**src/rtl/decim_tick_sequencer.sv**
```systemverilog
// rtl/decim_tick_sequencer.sv - decimation tick sequencer for the downsampler keep-enable
// Emits a one-cycle tick every R clocks, continuously or for a burst of K ticks.
module decim_tick_sequencer #(
  parameter int CNT_WIDTH   = 16,
  parameter int BURST_WIDTH = 8
) (
  input  logic                   clk,
  input  logic                   resetn,
  input  logic                   cfg_valid,
  output logic                   cfg_ready,
  input  logic [CNT_WIDTH-1:0]   cfg_ratio,
  input  logic [BURST_WIDTH-1:0] cfg_burst,
  input  logic                   start,
  input  logic                   abort,
  output logic                   tick,
  output logic                   busy,
  output logic                   done,
  output logic [BURST_WIDTH-1:0] ticks_left
);

  typedef enum logic [1:0] {
    IDLE = 2'd0,
    RUN  = 2'd1,
    DONE = 2'd2
  } state_t;

  localparam logic [CNT_WIDTH-1:0]   CNT_ONE   = CNT_WIDTH'(1);
  localparam logic [BURST_WIDTH-1:0] BURST_ONE = BURST_WIDTH'(1);

  state_t                 state;
  logic [CNT_WIDTH-1:0]   ratio_q;
  logic [BURST_WIDTH-1:0] burst_q;
  logic [CNT_WIDTH-1:0]   cnt;

  logic                   cfg_fire;
  logic [CNT_WIDTH-1:0]   ratio_in;
  logic [CNT_WIDTH-1:0]   ratio_eff;
  logic [BURST_WIDTH-1:0] burst_eff;
  logic [CNT_WIDTH-1:0]   cnt_next;
  logic                   run_tick;
  logic                   run_last;
  logic                   start_tick;
  logic                   start_last;
  logic                   launch;

  // A config accepted on the same edge as start must govern that run, so the
  // launch path looks through the handshake instead of the stored registers.
  always_comb begin
    cfg_fire   = cfg_valid & cfg_ready;
    ratio_in   = (cfg_ratio == '0) ? CNT_ONE : cfg_ratio;
    ratio_eff  = cfg_fire ? ratio_in : ratio_q;
    burst_eff  = cfg_fire ? cfg_burst : burst_q;
    cnt_next   = (cnt == ratio_q - CNT_ONE) ? '0 : cnt + CNT_ONE;
    run_tick   = (cnt_next == ratio_q - CNT_ONE);
    run_last   = run_tick && (burst_q != '0) && (ticks_left == BURST_ONE);
    start_tick = (ratio_eff == CNT_ONE);
    start_last = start_tick && (burst_eff == BURST_ONE);
    launch     = start && !abort && (state != RUN);
  end

  always_ff @(posedge clk or negedge resetn) begin
    if (!resetn) begin
      state      <= IDLE;
      ratio_q    <= CNT_ONE;
      burst_q    <= '0;
      cnt        <= '0;
      ticks_left <= '0;
      tick       <= 1'b0;
      busy       <= 1'b0;
      done       <= 1'b0;
      cfg_ready  <= 1'b1;
    end else begin
      tick <= 1'b0;
      done <= 1'b0;
      if (cfg_fire) begin
        ratio_q <= ratio_in;
        burst_q <= cfg_burst;
      end
      case (state)
        RUN: begin
          if (abort) begin
            state      <= IDLE;
            cnt        <= '0;
            ticks_left <= '0;
            busy       <= 1'b0;
            cfg_ready  <= 1'b1;
          end else begin
            cnt <= cnt_next;
            if (run_tick) begin
              tick <= 1'b1;
              if (burst_q != '0) ticks_left <= ticks_left - BURST_ONE;
            end
            if (run_last) begin
              state     <= DONE;
              done      <= 1'b1;
              busy      <= 1'b0;
              cfg_ready <= 1'b1;
            end
          end
        end
        default: begin
          // IDLE and DONE share the launch path; DONE otherwise falls back to IDLE.
          if (launch) begin
            cnt  <= '0;
            tick <= start_tick;
            if (start_last) begin
              state      <= DONE;
              done       <= 1'b1;
              busy       <= 1'b0;
              ticks_left <= '0;
              cfg_ready  <= 1'b1;
            end else begin
              state      <= RUN;
              busy       <= 1'b1;
              cfg_ready  <= 1'b0;
              ticks_left <= (start_tick && burst_eff != '0) ? burst_eff - BURST_ONE : burst_eff;
            end
          end else begin
            state     <= IDLE;
            busy      <= 1'b0;
            cfg_ready <= 1'b1;
          end
        end
      endcase
    end
  end

endmodule

```
**config.mk**
```make
export PLATFORM = sky130hd
export DESIGN_NAME = decim_tick_sequencer
export DESIGN_NICKNAME = d
export VERILOG_FILES = /design/src/rtl/decim_tick_sequencer.sv
export SDC_FILE = /design/constraint.sdc
export NUM_CORES = 1
export LEC_CHECK = 0
export ABC_CLOCK_PERIOD_IN_PS = 6300
export CORE_ASPECT_RATIO = 0.5
export CORE_UTILIZATION = 55
export DETAILED_ROUTE_END_ITERATION = 6
export PLACE_DENSITY = 0.85
export SLEW_MARGIN = 20
export SYNTH_ARGS = -nofsm -noshare
export SYNTH_HDL_FRONTEND = slang
export SYNTH_SLANG_ARGS = --single-unit
```
**constraint.sdc**
```tcl
create_clock -name clk -period 6.3 [get_ports clk]
set_input_delay 0.945 -clock clk [delete_from_list [all_inputs] [get_ports clk]]
set_output_delay 0.945 -clock clk [all_outputs]
set_load 0.005 [all_outputs]
```
==> run summary, run 1 <==
status: finished, violations left
failing checks: DRC
post-cts hold buffer count: 0
DR iter-0 viols: 334
YS warnings: 0
Hold EP: ticks_left[1]$_DFFE_PN0P_
CP Buf/Inv Count: 1
critical path type: reg -> reg
CP Capture Type: register
commonest non-fill, non-tap cell in the layout: dfrtp_1
Tmin final: 4.22 ns
met1 Usage GRT: 39.2%
Core Region: 7490 sq um
period utilization: 66.9%
crit-path leading delay family: simple AND/OR/NAND/NOR gates
Power Dens Cells: 238 nW/um^2
Rows: 22
Startpoint Class: register
clk buf depth: 2
vias per cell: 6.62
post-CTS setup buffer count: 0
vias in the first global route: 3914
Most used DFF post-synth: dfrtp_1
Root Buffer: clkbuf_16
Slew @ Worst Pin: 0.952 ns
ant diodes: 0
most area-consuming cells after synthesis: dfrtp_1 (29%), xnor2_1 (7.7%), mux2_2 (4.7%)
final hold violation count: 0
Min-Delay Path Depth: 1
drt total wl: 11700 um
I/O Buffers: 40
Reg2Reg Setup Slack: 2.08 ns
Hold Crit Class: reg -> reg
initial antenna violation count: 0
accumulated negative setup slack: 0 ns
NumNets Final: 547
DR vias: 4102
CTS tree: done
io pins: 41
highest ir drop seen on vdd: 0.174 mV
RR Startpoint: ratio_q[0]$_DFF_PN1_
Placer Congestion: 0.952
Clock Pin Slew Worst Setup and Hold Paths: 0.07 ns
cell chain of the critical path: inv_1 -> ha_1 -> or3b_1 -> nor3_1 -> xor3_1 -> or4_1 -> nor4_2 -> nand2b_1 -> nor2_1 -> o21ai_1 -> o31ai_1
fin area: 4910 sq um
CP Data Required Time: 6.46 ns
Distinct cells, synth: 71
Residual DRC: 1
Hold WS: 0.563 ns
fin. max-slew vios: 0
Seq/Total Area, Yosys: 30.6%
Yosys top cell area share: 29.4%
FMAX: 237 MHz
worst endpoint data arrival time: 4.38 ns
Die Area: 8260 sq um
Slew HR: 36.3%
CP max FO: 19
most frequent cells in the layout: dfrtp_1 (51), clkdlybuf4s50_1 (39), nand2_1 (38), xnor2_1 (38), nand3_1 (26)
Detail Route Antenna Nets: 0
final setup vio count: 0
placed cell area: 4740 sq um
reg2reg end: cnt[12]$_DFFE_PN0P_
GRT Residual Overflow: 0
dpl hpwl: 8630 um
Cells after Synth: 497
area leader, netlist: dfrtp_1
worst-skew pair later-pin latency: 0.31 ns
slowest CP cell: nand2b_1
Initial Utilization: 57.9%
Inserted Clock Buffers: 5
Avg Cell Area, Syn: 8.72 sq um
R2R depth: 11
crit-path max cell delay: 0.64 ns
Post-synth EDFFs: 0
Yosys reg bits: 53
WL per Instance: 18.8 um
FFs w/ async S/R, synth: 100%
syn nets: 533
CTS H-Tree Depth: 2
share of cells above drive strength 1: 8.40%
Final Util: 65.6%
unrepaired setup endpoints after global routing: no
Total Routing Usage GR: 29.9%
largest net degree at the start of global routing: 54
clk_skew: 0.00860 ns
Cells after DPL: 612
P_leak: 1.79 nW
GR Layer Usage met2: 47.9%
Synth-to-Final Area Change: 13.3%
Layout Cells excl Fill: 620
HP Start: ticks_left[1]$_DFFE_PN0P_
post-cts sizing count: 0
synthesized cell area: 4340 sq um
Die X-Extent: 128 um
DRT Pass-1 Iters: 7
clk sinks: 53
met3 Use GR: 7.43%
first-pass GRT wire length: 19100 um
Die H: 64.8 um
layout filler cell count: 643
Most Crowded Layer GR: met2
Max-cap violations: 0
## worst reg2reg max path: stages, from the launching register on
cell	delay, ns
dfstp_2	0.42
inv_1	0.15
ha_1	0.29
or3b_1	0.54
nor3_1	0.35
xor3_1	0.33
or4_1	0.60
nor4_2	0.43
nand2b_1	0.64
nor2_1	0.10
o21ai_1	0.14
o31ai_1	0.09
## cell families (layout without fill, tap and decap cells)
kind of cell | after synthesis | in the layout | share of synthesized area [%]
and+or+nand+nor | 197 | 197 | 25.8
adders and majority gates | 7 | 7 | 2.02
DFF | 53 | 53 | 30.6
AOI/OAI and AO/OA | 107 | 107 | 17.1
buffers and inverters | 52 | 67 | 4.82
xor gates and xnor gates | 57 | 57 | 13.5
muxes | 24 | 24 | 6.09
## worst max-delay path by stage
stage | from | end | slack [ns] | cells past startpoint
after floorplan | ratio_q[0]$_DFF_PN1_ | ticks_left[1]$_DFFE_PN0P_ | 2.56 | 12
after global placement | ratio_q[0]$_DFF_PN1_ | cnt[6]$_DFFE_PN0P_ | 2.38 | 11
after detailed placement | ratio_q[0]$_DFF_PN1_ | cnt[12]$_DFFE_PN0P_ | 2.22 | 11
after CTS | ratio_q[0]$_DFF_PN1_ | cnt[12]$_DFFE_PN0P_ | 2.22 | 11
after global routing | ratio_q[0]$_DFF_PN1_ | cnt[6]$_DFFE_PN0P_ | 1.84 | 11
final | ratio_q[0]$_DFF_PN1_ | cnt[12]$_DFFE_PN0P_ | 2.08 | 11
## per-layer routing
layer / up-vias / part of all wire [%] / wire (um)
li1: 1875 / - / -
met1: 1950 / 42 / 4890
met2: 232 / 45 / 5210
met3: 45 / 10 / 1170
met4: 0 / 3.3 / 381
met5: - / 0 / 0
## registers in the layout, summed over array words and instances (netlist names)
register	flops
done	1
cnt	16
ticks_left	8
ratio_q	16
burst_q	8
busy	1
state	1
tick	1
cfg_ready	1
## area by class of cell
type | instances | area [sq um] | area share [%]
well taps | 108 | 135 | 2.75
repair buffers | 43 | 418 | 8.51
flip-flops and latches | 53 | 1330 | 27.1
inverters | 16 | 60.1 | 1.22
clock buffers | 6 | 129 | 2.62
multi-input cells | 392 | 2800 | 57.1
clock inverters | 2 | 38.8 | 0.790
## cell usage after synthesis (3+ instances only)
master / count
xor2_1: 13
nor3b_1: 3
mux2_2: 18
mux2i_1: 5
o21ai_1: 19
a31oi_1: 3
o22ai_1: 3
a32o_1: 3
nor4_1: 16
nand3_1: 26
o21ai_0: 15
o31ai_1: 5
and3_1: 7
inv_1: 16
xnor3_1: 4
buf_2: 5
nand2_1: 38
nor2_1: 25
clkbuf_1: 28
nand4_1: 17
or4_1: 9
ha_1: 7
a211oi_1: 4
a21oi_1: 14
nor3_1: 19
a22oi_1: 4
nand2b_1: 7
a21o_1: 4
o211ai_1: 5
or3_1: 7
o2111ai_1: 4
dfrtp_1: 51
xnor2_1: 38
a32oi_1: 3
nor2b_1: 5
## where the power goes
group,total (mW),internal [mW],switching [mW]
logic,0.379,0.184,0.195
registers,0.466,0.384,0.0825
clock network,0.323,0.189,0.134
total,1.17,0.756,0.412
## stage by stage
stage | setup WS [ns] | total power [mW]
2_1_floorplan | 2.56 | 0.704
5_1_grt | 1.84 | 1.22
4_1_cts | 2.22 | 1.16
3_3_place_gp | 2.38 | 0.825
3_5_place_dp | 2.22 | 0.836
6_report | 2.08 | 1.17
No activity file was read; power rests on OpenSTA's default activity.
==> run 2: changes to the inputs <==
- ABC_CLOCK_PERIOD_IN_PS: 6300 -> 4100
- clock period: 6.3 -> 4.1 ns (I/O delays scaled with it)
==> run summary, run 2 (synthesis gave the netlist of run 1 again) <==
period utilization: 94.2% (was 66.9%)
DRT Pass-1 Iters: 5 (was 7)
fin. max-slew vios: 0 (unchanged)
share of cells above drive strength 1: 9.62% (was 8.40%)
Startpoint Class: register (unchanged)
worst-skew pair later-pin latency: 0.30 ns (was 0.31 ns)
drt total wl: 11700 um (about the same)
layout filler cell count: 624 (was 643)
P_leak: 1.81 nW (was 1.79 nW)
Max-cap violations: 0 (unchanged)
Detail Route Antenna Nets: 0 (unchanged)
status: completed (was finished, violations left)
vias per cell: 6.46 (was 6.62)
FMAX: 259 MHz (was 237 MHz)
Die H: 64.8 um (unchanged)
most frequent cells in the layout: dfrtp_1 (51), clkdlybuf4s50_1 (39), nand2_1 (38), xnor2_1 (38), nand3_1 (26) (unchanged)
vias in the first global route: 3622 (was 3914)
initial antenna violation count: 0 (unchanged)
worst endpoint data arrival time: 4.03 ns (was 4.38 ns)
Power Dens Cells: 349 nW/um^2 (was 238 nW/um^2)
CP Capture Type: register (unchanged)
WL per Instance: 18.6 um (was 18.8 um)
Synth-to-Final Area Change: 14.1% (was 13.3%)
clk buf depth: 2 (unchanged)
Placer Congestion: 0.994 (was 0.952)
crit-path max cell delay: 0.63 ns (was 0.64 ns)
dpl hpwl: 8890 um (was 8630 um)
post-cts hold buffer count: 0 (unchanged)
Hold Crit Class: in -> async (was reg -> reg)
Hold WS: 0.174 ns (was 0.563 ns)
critical path launch point: ratio_q[0]$_DFF_PN1_ (unchanged)
Layout Cells excl Fill: 628 (was 620)
Die X-Extent: 128 um (unchanged)
accumulated negative setup slack: 0 ns (unchanged)
Cells after DPL: 620 (was 612)
Residual DRC: 0 (was 1)
Tmin final: 3.86 ns (was 4.22 ns)
final hold violation count: 0 (unchanged)
Clock Pin Slew Worst Setup and Hold Paths: 0.07 ns (about the same)
first-pass GRT wire length: 18700 um (was 19100 um)
Die Area: 8260 sq um (unchanged)
Multi-input gate area: 2800 sq um (about the same)
placed cell area: 4800 sq um (was 4740 sq um)
Largest regs: cnt x16, ratio_q x16 (unchanged)
Slew HR: 41.8% (was 36.3%)
post-cts sizing count: 0 (unchanged)
RR Startpoint: ratio_q[0]$_DFF_PN1_ (unchanged)
unrepaired setup endpoints after global routing: no (unchanged)
highest ir drop seen on vdd: 0.215 mV (was 0.174 mV)
Slew @ Worst Pin: 0.870 ns (was 0.952 ns)
clk sinks: 53 (unchanged)
DR vias: 4057 (was 4102)
I/O Buffers: 40 (unchanged)
Most Frequent Cell on Critical Path: o21ai_1
CTS H-Tree Depth: 2 (unchanged)
CP max FO: 14 (was 19)
final setup vio count: 0 (unchanged)
Core Region: 7490 sq um (unchanged)
GRT Residual Overflow: 0 (unchanged)
commonest non-fill, non-tap cell in the layout: dfrtp_1 (unchanged)
post-CTS setup buffer count: 0 (unchanged)
largest net degree at the start of global routing: 44 (was 54)
Total Routing Usage GR: 29.6% (was 29.9%)
io pins: 41 (unchanged)
Root Buffer: clkbuf_16 (unchanged)
Initial Utilization: 57.9% (unchanged)
fin area: 4940 sq um (was 4910 sq um)
cell chain of the critical path: inv_1 -> ha_1 -> or3b_1 -> nor3_1 -> xor3_1 -> or4_1 -> nor4_2 -> nand2b_1 -> a31oi_1 -> o21ai_1 -> o21ai_1 (was inv_1 -> ha_1 -> or3b_1 -> nor3_1 -> xor3_1 -> or4_1 -> nor4_2 -> nand2b_1 -> nor2_1 -> o21ai_1 -> o31ai_1)
sequential cell area: 1330 sq um (unchanged)
slowest CP cell: or4_1 (was nand2b_1)
NumNets Final: 555 (was 547)
critical path type: reg -> reg (unchanged)
Rows: 22 (unchanged)
clk_skew: 0.00824 ns (was 0.00860 ns)
CTS tree: done (unchanged)
ant diodes: 0 (unchanged)
DR iter-0 viols: 532 (was 334)
CP Data Required Time: 4.27 ns (was 6.46 ns)
Inserted Clock Buffers: 5 (unchanged)
[run 2: cell count changes in the layout (fill, tap and decap cells not counted)]
cell / before / now
buf_4: 3 / 11
clkinvlp_4: 0 / 1
bufinv_16: 1 / 0
nor3_1: 18 / 19
nor3_2: 1 / 0
[run 2: critical path, delay by kind of cell (launching register included)]
| kind | cells | cell delay [ns] |
|---|---|---|
| AND/OR/NAND/NOR | 5 | 2.22 |
| adder cells (fa/ha/maj) | 1 | 0.27 |
| flip-flops | 1 | 0.41 |
| buffers and inverters | 1 | 0.14 |
| AO/OA/AOI/OAI | 3 | 0.32 |
| XOR/XNOR | 1 | 0.34 |
[run 2: worst paths after layout]
kind / to / slack [ns] / depth (start not counted)
max reg2reg: cnt[5]$_DFFE_PN0P_ / 0.24 / 11
max in group asynchronous: ratio_q[0]$_DFF_PN1_ / 3.09 / 2
min reg2reg: ticks_left[1]$_DFFE_PN0P_ / 0.57 / 1
max: cnt[5]$_DFFE_PN0P_ / 0.24 / 11
min in group clk: ticks_left[1]$_DFFE_PN0P_ / 0.57 / 1
min: burst_q[2]$_DFF_PN0_ / 0.17 / 1
[run 2: report_power, final]
part	internal, mW	switching, mW
logic	0.291	0.301
clock network	0.228	0.194
registers	0.590	0.123
total	1.11	0.618
[run 2: layer usage]
metal  share of wire [%]  track usage, %  wire, um
met2                  44            44.5      5100
met3                  10            7.10      1170
met4                 1.5            7.74       170
met1                  45            42.5      5230
met5                   0               0         0
[run 2: final cells by class]
| cell class | count | share of cell area (%) |
|---|---|---|
| clock buffer | 6 | 2.61 |
| clock inverter | 2 | 0.329 |
| inverter | 16 | 1.21 |
| multi-input combinational | 392 | 56.6 |
| sequential | 53 | 26.9 |
| tap | 108 | 2.73 |
| timing repair buffer | 51 | 9.67 |
[run 2: through the flow]
stage                     power, mW  setup slack, ns  utilization, %
after global placement         1.28            0.468            64.1
after detailed placement       1.30            0.328            64.1
after global routing           1.81           0.0205            66.0
final                          1.73            0.239            66.0
after floorplan                1.08            0.355               -
after CTS                      1.72            0.267            66.0
